### src/rtl/instr_encoder_if.sv
// Handshake bundle for the streaming MIPS instruction encoder.
// master drives symbolic instructions and consumes words; slave is the encoder.
interface instr_encoder_if #(
    parameter int unsigned ADDR_W = 32
);
    logic              in_valid;
    logic              in_ready;
    logic [3:0]        in_kind;
    logic [4:0]        in_rs;
    logic [4:0]        in_rt;
    logic [4:0]        in_rd;
    logic [25:0]       in_imm;
    logic              out_valid;
    logic              out_ready;
    logic [31:0]       out_instr;
    logic [ADDR_W-1:0] out_addr;
    logic              err;
    logic [7:0]        err_count;

    modport master (
        output in_valid, in_kind, in_rs, in_rt, in_rd, in_imm, out_ready,
        input  in_ready, out_valid, out_instr, out_addr, err, err_count
    );

    modport slave (
        input  in_valid, in_kind, in_rs, in_rt, in_rd, in_imm, out_ready,
        output in_ready, out_valid, out_instr, out_addr, err, err_count
    );
endinterface

### src/rtl/instr_encoder.sv
// Streaming MIPS encoder: symbolic instruction -> 32-bit word, queued with its imem byte address.
// All bus outputs are registered; the output registers always mirror the FIFO head.
module instr_encoder #(
    parameter int unsigned       DEPTH     = 4,
    parameter int unsigned       ADDR_W    = 32,
    parameter logic [ADDR_W-1:0] BASE_ADDR = '0
) (
    input logic            clk,
    input logic            reset,
    instr_encoder_if.slave bus
);
    localparam int unsigned PTR_W = $clog2(DEPTH);
    localparam int unsigned CNT_W = PTR_W + 1;

    localparam logic [3:0] K_ADD  = 4'd0;
    localparam logic [3:0] K_SUB  = 4'd1;
    localparam logic [3:0] K_SLT  = 4'd2;
    localparam logic [3:0] K_JR   = 4'd3;
    localparam logic [3:0] K_LW   = 4'd4;
    localparam logic [3:0] K_SW   = 4'd5;
    localparam logic [3:0] K_J    = 4'd6;
    localparam logic [3:0] K_JAL  = 4'd7;
    localparam logic [3:0] K_BNE  = 4'd8;
    localparam logic [3:0] K_XORI = 4'd9;

    logic [31:0]       mem_instr [DEPTH];
    logic [ADDR_W-1:0] mem_addr  [DEPTH];

    logic [PTR_W-1:0]  wr_ptr, rd_ptr, rd_ptr_n;
    logic [CNT_W-1:0]  count, count_n;
    logic [ADDR_W-1:0] wr_addr;

    logic              ready_q, valid_q, err_q;
    logic [31:0]       instr_q;
    logic [ADDR_W-1:0] addr_q;
    logic [7:0]        err_cnt_q;

    logic [31:0]       word;
    logic              legal, accept, push, pop;
    logic [31:0]       head_instr;
    logic [ADDR_W-1:0] head_addr;

    // Field packing; kinds 10-15 leave legal low and are dropped.
    always_comb begin
        word  = '0;
        legal = 1'b0;
        case (bus.in_kind)
            K_ADD:  begin legal = 1'b1; word = {6'b000000, bus.in_rs, bus.in_rt, bus.in_rd, 5'b0, 6'b100000}; end
            K_SUB:  begin legal = 1'b1; word = {6'b000000, bus.in_rs, bus.in_rt, bus.in_rd, 5'b0, 6'b100010}; end
            K_SLT:  begin legal = 1'b1; word = {6'b000000, bus.in_rs, bus.in_rt, bus.in_rd, 5'b0, 6'b101010}; end
            K_JR:   begin legal = 1'b1; word = {6'b000000, bus.in_rs, 15'b0, 6'b001000}; end
            K_LW:   begin legal = 1'b1; word = {6'b100011, bus.in_rs, bus.in_rt, bus.in_imm[15:0]}; end
            K_SW:   begin legal = 1'b1; word = {6'b101011, bus.in_rs, bus.in_rt, bus.in_imm[15:0]}; end
            K_BNE:  begin legal = 1'b1; word = {6'b000101, bus.in_rs, bus.in_rt, bus.in_imm[15:0]}; end
            K_XORI: begin legal = 1'b1; word = {6'b001110, bus.in_rs, bus.in_rt, bus.in_imm[15:0]}; end
            K_J:    begin legal = 1'b1; word = {6'b000010, bus.in_imm}; end
            K_JAL:  begin legal = 1'b1; word = {6'b000011, bus.in_imm}; end
            default: ;
        endcase
    end

    // Handshake decode and the head the output registers will hold after this edge.
    always_comb begin
        accept   = bus.in_valid & ready_q;
        push     = accept & legal;
        pop      = valid_q & bus.out_ready;
        rd_ptr_n = pop ? rd_ptr + PTR_W'(1) : rd_ptr;
        case ({push, pop})
            2'b10:   count_n = count + CNT_W'(1);
            2'b01:   count_n = count - CNT_W'(1);
            default: count_n = count;
        endcase
        head_instr = mem_instr[rd_ptr_n];
        head_addr  = mem_addr[rd_ptr_n];
        // Pushing into an (about to be) empty FIFO: new word becomes head immediately.
        if (push && (wr_ptr == rd_ptr_n)) begin
            head_instr = word;
            head_addr  = wr_addr;
        end
    end

    always_ff @(posedge clk) begin
        if (push) begin
            mem_instr[wr_ptr] <= word;
            mem_addr[wr_ptr]  <= wr_addr;
        end
    end

    always_ff @(posedge clk) begin
        if (reset) begin
            wr_ptr    <= '0;
            rd_ptr    <= '0;
            count     <= '0;
            wr_addr   <= BASE_ADDR;
            ready_q   <= 1'b0;
            valid_q   <= 1'b0;
            instr_q   <= '0;
            addr_q    <= BASE_ADDR;
            err_q     <= 1'b0;
            err_cnt_q <= '0;
        end else begin
            rd_ptr  <= rd_ptr_n;
            count   <= count_n;
            ready_q <= (count_n != CNT_W'(DEPTH));
            valid_q <= (count_n != '0);
            if (push) begin
                wr_ptr  <= wr_ptr + PTR_W'(1);
                wr_addr <= wr_addr + ADDR_W'(4);
            end
            if (count_n != '0) begin
                instr_q <= head_instr;
                addr_q  <= head_addr;
            end
            err_q <= accept & ~legal;
            if (accept && !legal && (err_cnt_q != 8'hFF)) begin
                err_cnt_q <= err_cnt_q + 8'd1;
            end
        end
    end

    assign bus.in_ready  = ready_q;
    assign bus.out_valid = valid_q;
    assign bus.out_instr = instr_q;
    assign bus.out_addr  = addr_q;
    assign bus.err       = err_q;
    assign bus.err_count = err_cnt_q;
endmodule

### src/flat_wrapper.sv
// flat-port wrapper written by rule: the top's interface ports become plain ports
module instr_encoder_flat 
#(
    parameter int unsigned       DEPTH     = 4,
    parameter int unsigned       ADDR_W    = 32,
    parameter logic [ADDR_W-1:0] BASE_ADDR = '0
)
  (clk, reset, bus_in_valid, bus_in_kind, bus_in_rs, bus_in_rt, bus_in_rd, bus_in_imm, bus_out_ready, bus_in_ready, bus_out_valid, bus_out_instr, bus_out_addr, bus_err, bus_err_count);
  instr_encoder_if #(.ADDR_W(ADDR_W)) bus_i ();
  input logic clk;
  input logic reset;
  input wire logic [$bits(bus_i.in_valid)-1:0] bus_in_valid;
  input wire logic [$bits(bus_i.in_kind)-1:0] bus_in_kind;
  input wire logic [$bits(bus_i.in_rs)-1:0] bus_in_rs;
  input wire logic [$bits(bus_i.in_rt)-1:0] bus_in_rt;
  input wire logic [$bits(bus_i.in_rd)-1:0] bus_in_rd;
  input wire logic [$bits(bus_i.in_imm)-1:0] bus_in_imm;
  input wire logic [$bits(bus_i.out_ready)-1:0] bus_out_ready;
  output wire logic [$bits(bus_i.in_ready)-1:0] bus_in_ready;
  output wire logic [$bits(bus_i.out_valid)-1:0] bus_out_valid;
  output wire logic [$bits(bus_i.out_instr)-1:0] bus_out_instr;
  output wire logic [$bits(bus_i.out_addr)-1:0] bus_out_addr;
  output wire logic [$bits(bus_i.err)-1:0] bus_err;
  output wire logic [$bits(bus_i.err_count)-1:0] bus_err_count;
  assign bus_i.in_valid = bus_in_valid;
  assign bus_i.in_kind = bus_in_kind;
  assign bus_i.in_rs = bus_in_rs;
  assign bus_i.in_rt = bus_in_rt;
  assign bus_i.in_rd = bus_in_rd;
  assign bus_i.in_imm = bus_in_imm;
  assign bus_i.out_ready = bus_out_ready;
  assign bus_in_ready = bus_i.in_ready;
  assign bus_out_valid = bus_i.out_valid;
  assign bus_out_instr = bus_i.out_instr;
  assign bus_out_addr = bus_i.out_addr;
  assign bus_err = bus_i.err;
  assign bus_err_count = bus_i.err_count;
  instr_encoder #(.DEPTH(DEPTH), .ADDR_W(ADDR_W), .BASE_ADDR(BASE_ADDR)) u_core (.clk(clk), .reset(reset), .bus(bus_i));
endmodule
### config.mk
export PLATFORM = sky130hd
export DESIGN_NAME = instr_encoder_flat
export DESIGN_NICKNAME = d
export VERILOG_FILES = /design/src/rtl/instr_encoder_if.sv /design/src/rtl/instr_encoder.sv /design/src/flat_wrapper.sv
export SDC_FILE = /design/constraint.sdc
export NUM_CORES = 1
export LEC_CHECK = 0
export BUFFER_PORTS_ARGS = -buffer_cell sky130_fd_sc_hd__clkbuf_2
export CAP_MARGIN = 20
export CELL_PAD_IN_SITES_DETAIL_PLACEMENT = 0
export CELL_PAD_IN_SITES_GLOBAL_PLACEMENT = 2
export CORE_ASPECT_RATIO = 0.6
export CORE_UTILIZATION = 35
export DETAILED_ROUTE_END_ITERATION = 10
export HOLD_SLACK_MARGIN = 0.15
export PLACE_DENSITY_LB_ADDON = 0.15
export SYNTH_ARGS = -nofsm -noshare
export SYNTH_HDL_FRONTEND = slang
export SYNTH_SLANG_ARGS = --single-unit
### constraint.sdc
create_clock -name clk -period 4.9 [get_ports clk]
set_input_delay 0.735 -clock clk [delete_from_list [all_inputs] [get_ports clk]]
set_output_delay 0.735 -clock clk [all_outputs]
set_load 0.03 [all_outputs]
-- After elaboration in Yosys (flattened, before gate mapping)
Memories as Yosys holds them, arrays and structs flattened. A register that Yosys moved wholly into a read port is not among the register bits.
Index checks and enable logic that the tools add are counted.
- flip-flop bits (word level): 50
- latch bits: 0
- RAM bits: 256
- ROM bits: 0
- bits of input ports: 49
- memories kept: 2
- add/sub/neg operators: 6
- $mul: 0
- divide/modulo/power cells: 0
- $lt $le $gt $ge: 0
- eq/ne operators: 13
- shift-type cells: 0
- mux-type cells: 6
- bitwise operators: 5
- reductions and logical operators: 6
- memory list (memory ; depth ; bits a word ; read ports ; clocked after memory_dff ; wr ports ; line ; text):
    u_core.mem_addr ; 4 ; 32 ; 1 ; 1 ; 1 ; instr_encoder.sv:27 ; logic [ADDR_W-1:0] mem_addr [DEPTH];
    u_core.mem_instr ; 4 ; 32 ; 1 ; 1 ; 1 ; instr_encoder.sv:26 ; logic [31:0] mem_instr [DEPTH];
- operator list (kind ; number):
    case mux 32 bit (10 select lines) ; 1
    adder 32 x 3 -> 32 bit (second input constant) ; 1
    == test 4 x 3 -> 1 bit (second input constant) ; 4
    OR reduction 10 bit ; 1
    adder 8 x 1 -> 8 bit (second input constant) ; 1
    == test 4 x 2 -> 1 bit (second input constant) ; 2
    == test 4 bit (second input constant) ; 2
    != test 8 bit (second input constant) ; 1
    case mux 3 bit (2 select lines) ; 1
    adder 2 x 1 -> 2 bit (second input constant) ; 2
    AND 1 bit ; 4
    == test 4 x 1 -> 1 bit (second input constant) ; 1
    logical NOT 4 bit ; 1
    adder 3 x 1 -> 3 bit (second input constant) ; 1
    2-to-1 mux 1 bit ; 3
    != test 3 bit (second input constant) ; 1
    nonzero test 3 bit ; 1
    subtractor 3 x 1 -> 3 bit (second input constant) ; 1
    == test 2 x 1 -> 1 bit (second input constant) ; 1
    == test 2 bit (second input constant) ; 1
    logical AND 1 bit ; 2
    2-to-1 mux 2 bit ; 1
    logical NOT 1 bit ; 1
    NOT 1 bit ; 1

-- Longest topological paths before layout
- depth in word-level cells: 7
- gate-level depth with buffers: 13

-- Least setup slack after synthesis
Ideal clock, no wire load.
- path type: input-to-reg
- start point: input bus_in_kind[1]
- end point: register u_core.addr_q[30] (netlist: u_core.bus.out_addr[30]), read port of u_core.mem_addr
- library setup time: 122 ps
- data arrival time: 3572 ps
- data required time: 4778 ps
- path slack: 1206 ps
- cell stages on the path: 13
- path buffers: 3
- path through: buf_6 -> o21a_4 -> nor2_1 -> inv_1 -> ha_1 -> fa_1 -> nor3b_1 -> o32ai_1 -> o21bai_2 -> nor2b_1 -> clkbuf_1 -> clkbuf_1 -> a221o_1
- longest elaborated chain between the ends: 7
- elaborated cells on any way between the ends: 17
- those cells by class: eq/ne (11); mux (2); bitwise (1); reduce/logical (3)
- ends and longest elaborated chain (item ; line ; text):
    start, declared ; flat_wrapper.sv:13 ; input wire logic [$bits(bus_i.in_kind)-1:0] bus_in_kind;
    == test 4 x 1 -> 1 bit, or another cell as far along ; instr_encoder.sv:47 ; case (bus.in_kind)
    OR reduction 10 bit (no line) * ; - ;
    2-to-1 mux 1 bit * ; instr_encoder.sv:47 ;
    AND 1 bit * ; instr_encoder.sv:65 ; push = accept & legal;
    == test 2 x 1 -> 1 bit / == test 2 bit (equally long branches) ; instr_encoder.sv:68 ; case ({push, pop})
    case mux 3 bit (2 select lines) * ; instr_encoder.sv:68 ;
    nonzero test 3 bit * ; instr_encoder.sv:110 ; if (count_n != '0) begin
    end, declared ; instr_encoder.sv:35 ; logic [ADDR_W-1:0] addr_q;
Every way passes the cells marked *; elsewhere a longest branch is shown, timed or not.
A chain may end at the register's enable or synchronous reset.

-- Worst setup path after layout
- start point: input bus_in_kind[2]
- end point: register u_core.instr_q[31] (netlist: u_core.bus.out_instr[31]), read port of u_core.mem_instr
- longest elaborated chain between the ends: 7
- elaborated cells on any way between the ends: 17
- those cells by class: eq/ne (11); mux (2); bitwise (1); reduce/logical (3)
- ends and longest elaborated chain (item ; line ; text):
    == test 4 x 1 -> 1 bit, or another cell as far along ; instr_encoder.sv:47 ;
    OR reduction 10 bit (no line) * ; - ;
    2-to-1 mux 1 bit * ; instr_encoder.sv:47 ;
    AND 1 bit * ; instr_encoder.sv:65 ;
    == test 2 x 1 -> 1 bit / == test 2 bit (equally long branches) ; instr_encoder.sv:68 ;
    case mux 3 bit (2 select lines) * ; instr_encoder.sv:68 ;
    nonzero test 3 bit * ; instr_encoder.sv:110 ;
    end, declared ; instr_encoder.sv:34 ; logic [31:0] instr_q;
Marks and branches as above.

==> results.sh <==
export IMPL_status="completed"
export IMPL_dp_hpwl_um=25600
export IMPL_crit_family="simple AND/OR/NAND/NOR gates"
export IMPL_core_um2=44900
export IMPL_vias_per_cell=5.77
export IMPL_cp_max_fo=37
export IMPL_dieArea_um2=46600
export IMPL_syn_area_um2=16000
export IMPL_relSlewSlack_pct=25.8
export IMPL_detail_route_wl_per_cell_um=23.3
export IMPL_dr_wl_met3_um=2350
export IMPL_path_clk_slew_ns=0.06
export IMPL_path_class="in -> reg"
export IMPL_cts_hold_buf=0
export IMPL_hp_class="reg -> reg"
export IMPL_fmaxAchievable_mhz=258
export IMPL_timing_final_ws_setup_ns=1.03
export IMPL_syn2layout_area_growth_pct=14.2
export IMPL_drtIter0Drc=929
export IMPL_cts_tree="done"
export IMPL_root_buffer="clkbuf_16"
export IMPL_syn_inst=1322
export IMPL_start_util_pct=35.6
export IMPL_yosys_most_used_dff="edfxtp_1"
export IMPL_setup_viol=0
export IMPL_yosys_register_bits=353
export IMPL_crit_chain="clkbuf_2, o21a_4, nor2_1, inv_1, ha_1, fa_1, nor3b_1, o32ai_1, nor3_2, buf_4, a221o_1"
export IMPL_syn_area_per_cell_um2=12.1
export IMPL_synth_cell_types=51
export IMPL_gr_total_overflow=0
export IMPL_drc_errors=0
export IMPL_die_w_um=278
export IMPL_fp_dieH_um=168
export IMPL_rows=60
export IMPL_period_share_pct=79.0
export IMPL_antenna_cells=0
export IMPL_cts_htree_levels=2
export IMPL_critPathSlowestCell="nor3_2"
export IMPL_gp_congestion=0.739
export IMPL_rsz0062_at_grt="false"
export IMPL_pin_count=124
export IMPL_postCtsSetupBuffers=0
export IMPL_firstDrtPassIters=5
export IMPL_drt_total_wl_um=46600
export IMPL_slew_violations=0
export IMPL_grt_max_degree=89
export IMPL_finalNonFillerCells=2004
export IMPL_finalHoldViolCount=0
export IMPL_final_layout_size_suffix_gt1_share_pct=19.8
export IMPL_nFillCells=4272
export IMPL_drt_met1_wl_um=23400
export IMPL_grt_pass1_wl_um=70000
export IMPL_nNetsFinal=1446
export IMPL_crit_required_ns=5.36
export IMPL_detailedPlace_worstSlack_ns=0.491
export IMPL_vias=11561
export IMPL_worstSetupStartpointType="primary input"
export IMPL_power_mw=7.81
export IMPL_power_per_cell_area_nw_per_um2=428
export IMPL_min_period_ns=3.87
export IMPL_ir_drop_v=0.000182
export IMPL_clockBufferDepth=3
export IMPL_worstMarginPinSlew_ns=1.10
export IMPL_grt_pass1_vias=10962
export IMPL_arrival_ns=4.33
export IMPL_final_core_util_pct=40.7
export IMPL_io_buffer_count=120
export IMPL_leakagePower_nw=6.00
export IMPL_track_usage_pct=19.7
export IMPL_wl_met2_um=20200
export IMPL_cts_made_buffers=36
export IMPL_synth_async_sr_flop_share_pct=0
export IMPL_ys_seq_area_share_pct=59.5
export IMPL_insertion_delay_ns=0.52
export IMPL_top_layer="met4"
export IMPL_crit_buf_inv=3
export IMPL_antenna_found_initial=0
export IMPL_critPathMaxStageDelay_ns=0.77
export IMPL_cts_resized=0
export IMPL_ant_nets=0
export IMPL_dp_cells=1939
export IMPL_synth_edf_count=244
export IMPL_finalSetupTns_ns=0
export IMPL_end_kind="flop"
export IMPL_maxCapViolations=0
export IMPL_cts_num_sinks=353
export IMPL_fin_skew_ns=0.0122
export IMPL_yosys_warnings=0
routing by layer:
layer | vias up | global-route usage [%]
met5 | - | 0
met3 | 56 | 3.15
li1 | 5371 | -
met4 | 0 | 3.92
met2 | 329 | 29.6
met1 | 5805 | 29.7
registers in the layout (all words and copies together) (netlist names), 2 cells and up:
| register | count |
|---|---|
| u_core.bus.err_count | 8 |
| u_core.bus.out_addr | 30 |
| u_core.bus.out_instr | 31 |
| u_core.count | 3 |
| u_core.mem_addr | 120 |
| u_core.mem_instr | 124 |
| u_core.rd_ptr | 2 |
| u_core.wr_addr | 30 |
| u_core.wr_ptr | 2 |
stage by stage:
| stage | hold slack, ns | cell area [um^2] |
|---|---|---|
| floorplan | 0.497 | 16000 |
| global placement | 0.470 | 17100 |
| detailed placement | 0.477 | 17100 |
| CTS | 0.491 | 18300 |
| global route | 0.500 | 18300 |
| finish | 0.488 | 18300 |
power breakdown:
part           internal [mW]  leakage [nW]  switching [mW]
clock                   1.50         0.548            1.15
sequential              3.38          3.06           0.180
combinational          0.520          2.39            1.08
total                   5.40          6.00            2.40
final timing paths:
path | cells past startpoint | slack (ns) | end | from
setup / recovery | 11 | 1.03 | u_core.bus.out_instr[31] | bus_in_kind[2]
hold / removal | 1 | 0.49 | u_core.bus.out_addr[19] | u_core.bus.out_addr[19]
setup reg to reg | 10 | 1.21 | u_core.bus.out_instr[31] | u_core.bus.in_ready
hold reg to reg | 1 | 0.49 | u_core.bus.out_addr[19] | u_core.bus.out_addr[19]
logic make-up after synthesis:
group / Yosys count / synth area share, %
AOI/OAI and AO/OA: 364 / 15.9
DFF: 353 / 59.5
and+or+nand+nor: 348 / 13.7
buffers and inverters: 144 / 3.51
muxes: 71 / 4.94
xor gates and xnor gates: 33 / 1.81
adders and majority gates: 8 / 0.673
other: 1 / 0.0235
cells in the mapped netlist (all sizes together), types with 23 or more instances:
library cell	n	share of area, %
clkbuf	114	2.7
nor3b	62	2.9
o21ai	140	4.4
nand2	30	0.70
a221o	62	3.9
o22ai	60	2.3
nor4bb	60	3.8
nor2	53	1.2
mux2	63	4.4
xnor2	23	1.3
edfxtp	244	46
nor3	76	2.4
o221ai	60	3.3
dfxtp	109	14
cells in the final DEF, fill, tap and decap left out, types with 30 or more instances in the layout:
cell       instances
clkbuf_16         37
o21ai_0          138
nor3_1            75
nor4bb_1          60
nor3b_1           62
clkbuf_2         120
dfxtp_1          107
nor2_1            53
a221o_1           62
edfxtp_1         244
o221ai_1          60
buf_4             30
o22ai_1           60
mux2_2            63
cell type report:
| class | count | area, um^2 | share of cell area (%) |
|---|---|---|---|
| Clock buffer | 51 | 1020 | 5.58 |
| Clock inverter | 13 | 85.1 | 0.466 |
| Inverter | 18 | 70.1 | 0.384 |
| Multi-Input combinational cell | 827 | 5960 | 32.6 |
| Sequential cell | 353 | 9520 | 52.1 |
| Tap cell | 589 | 737 | 4.04 |
| Timing Repair Buffer | 153 | 873 | 4.78 |
No activity file was read; power rests on OpenSTA's default activity.
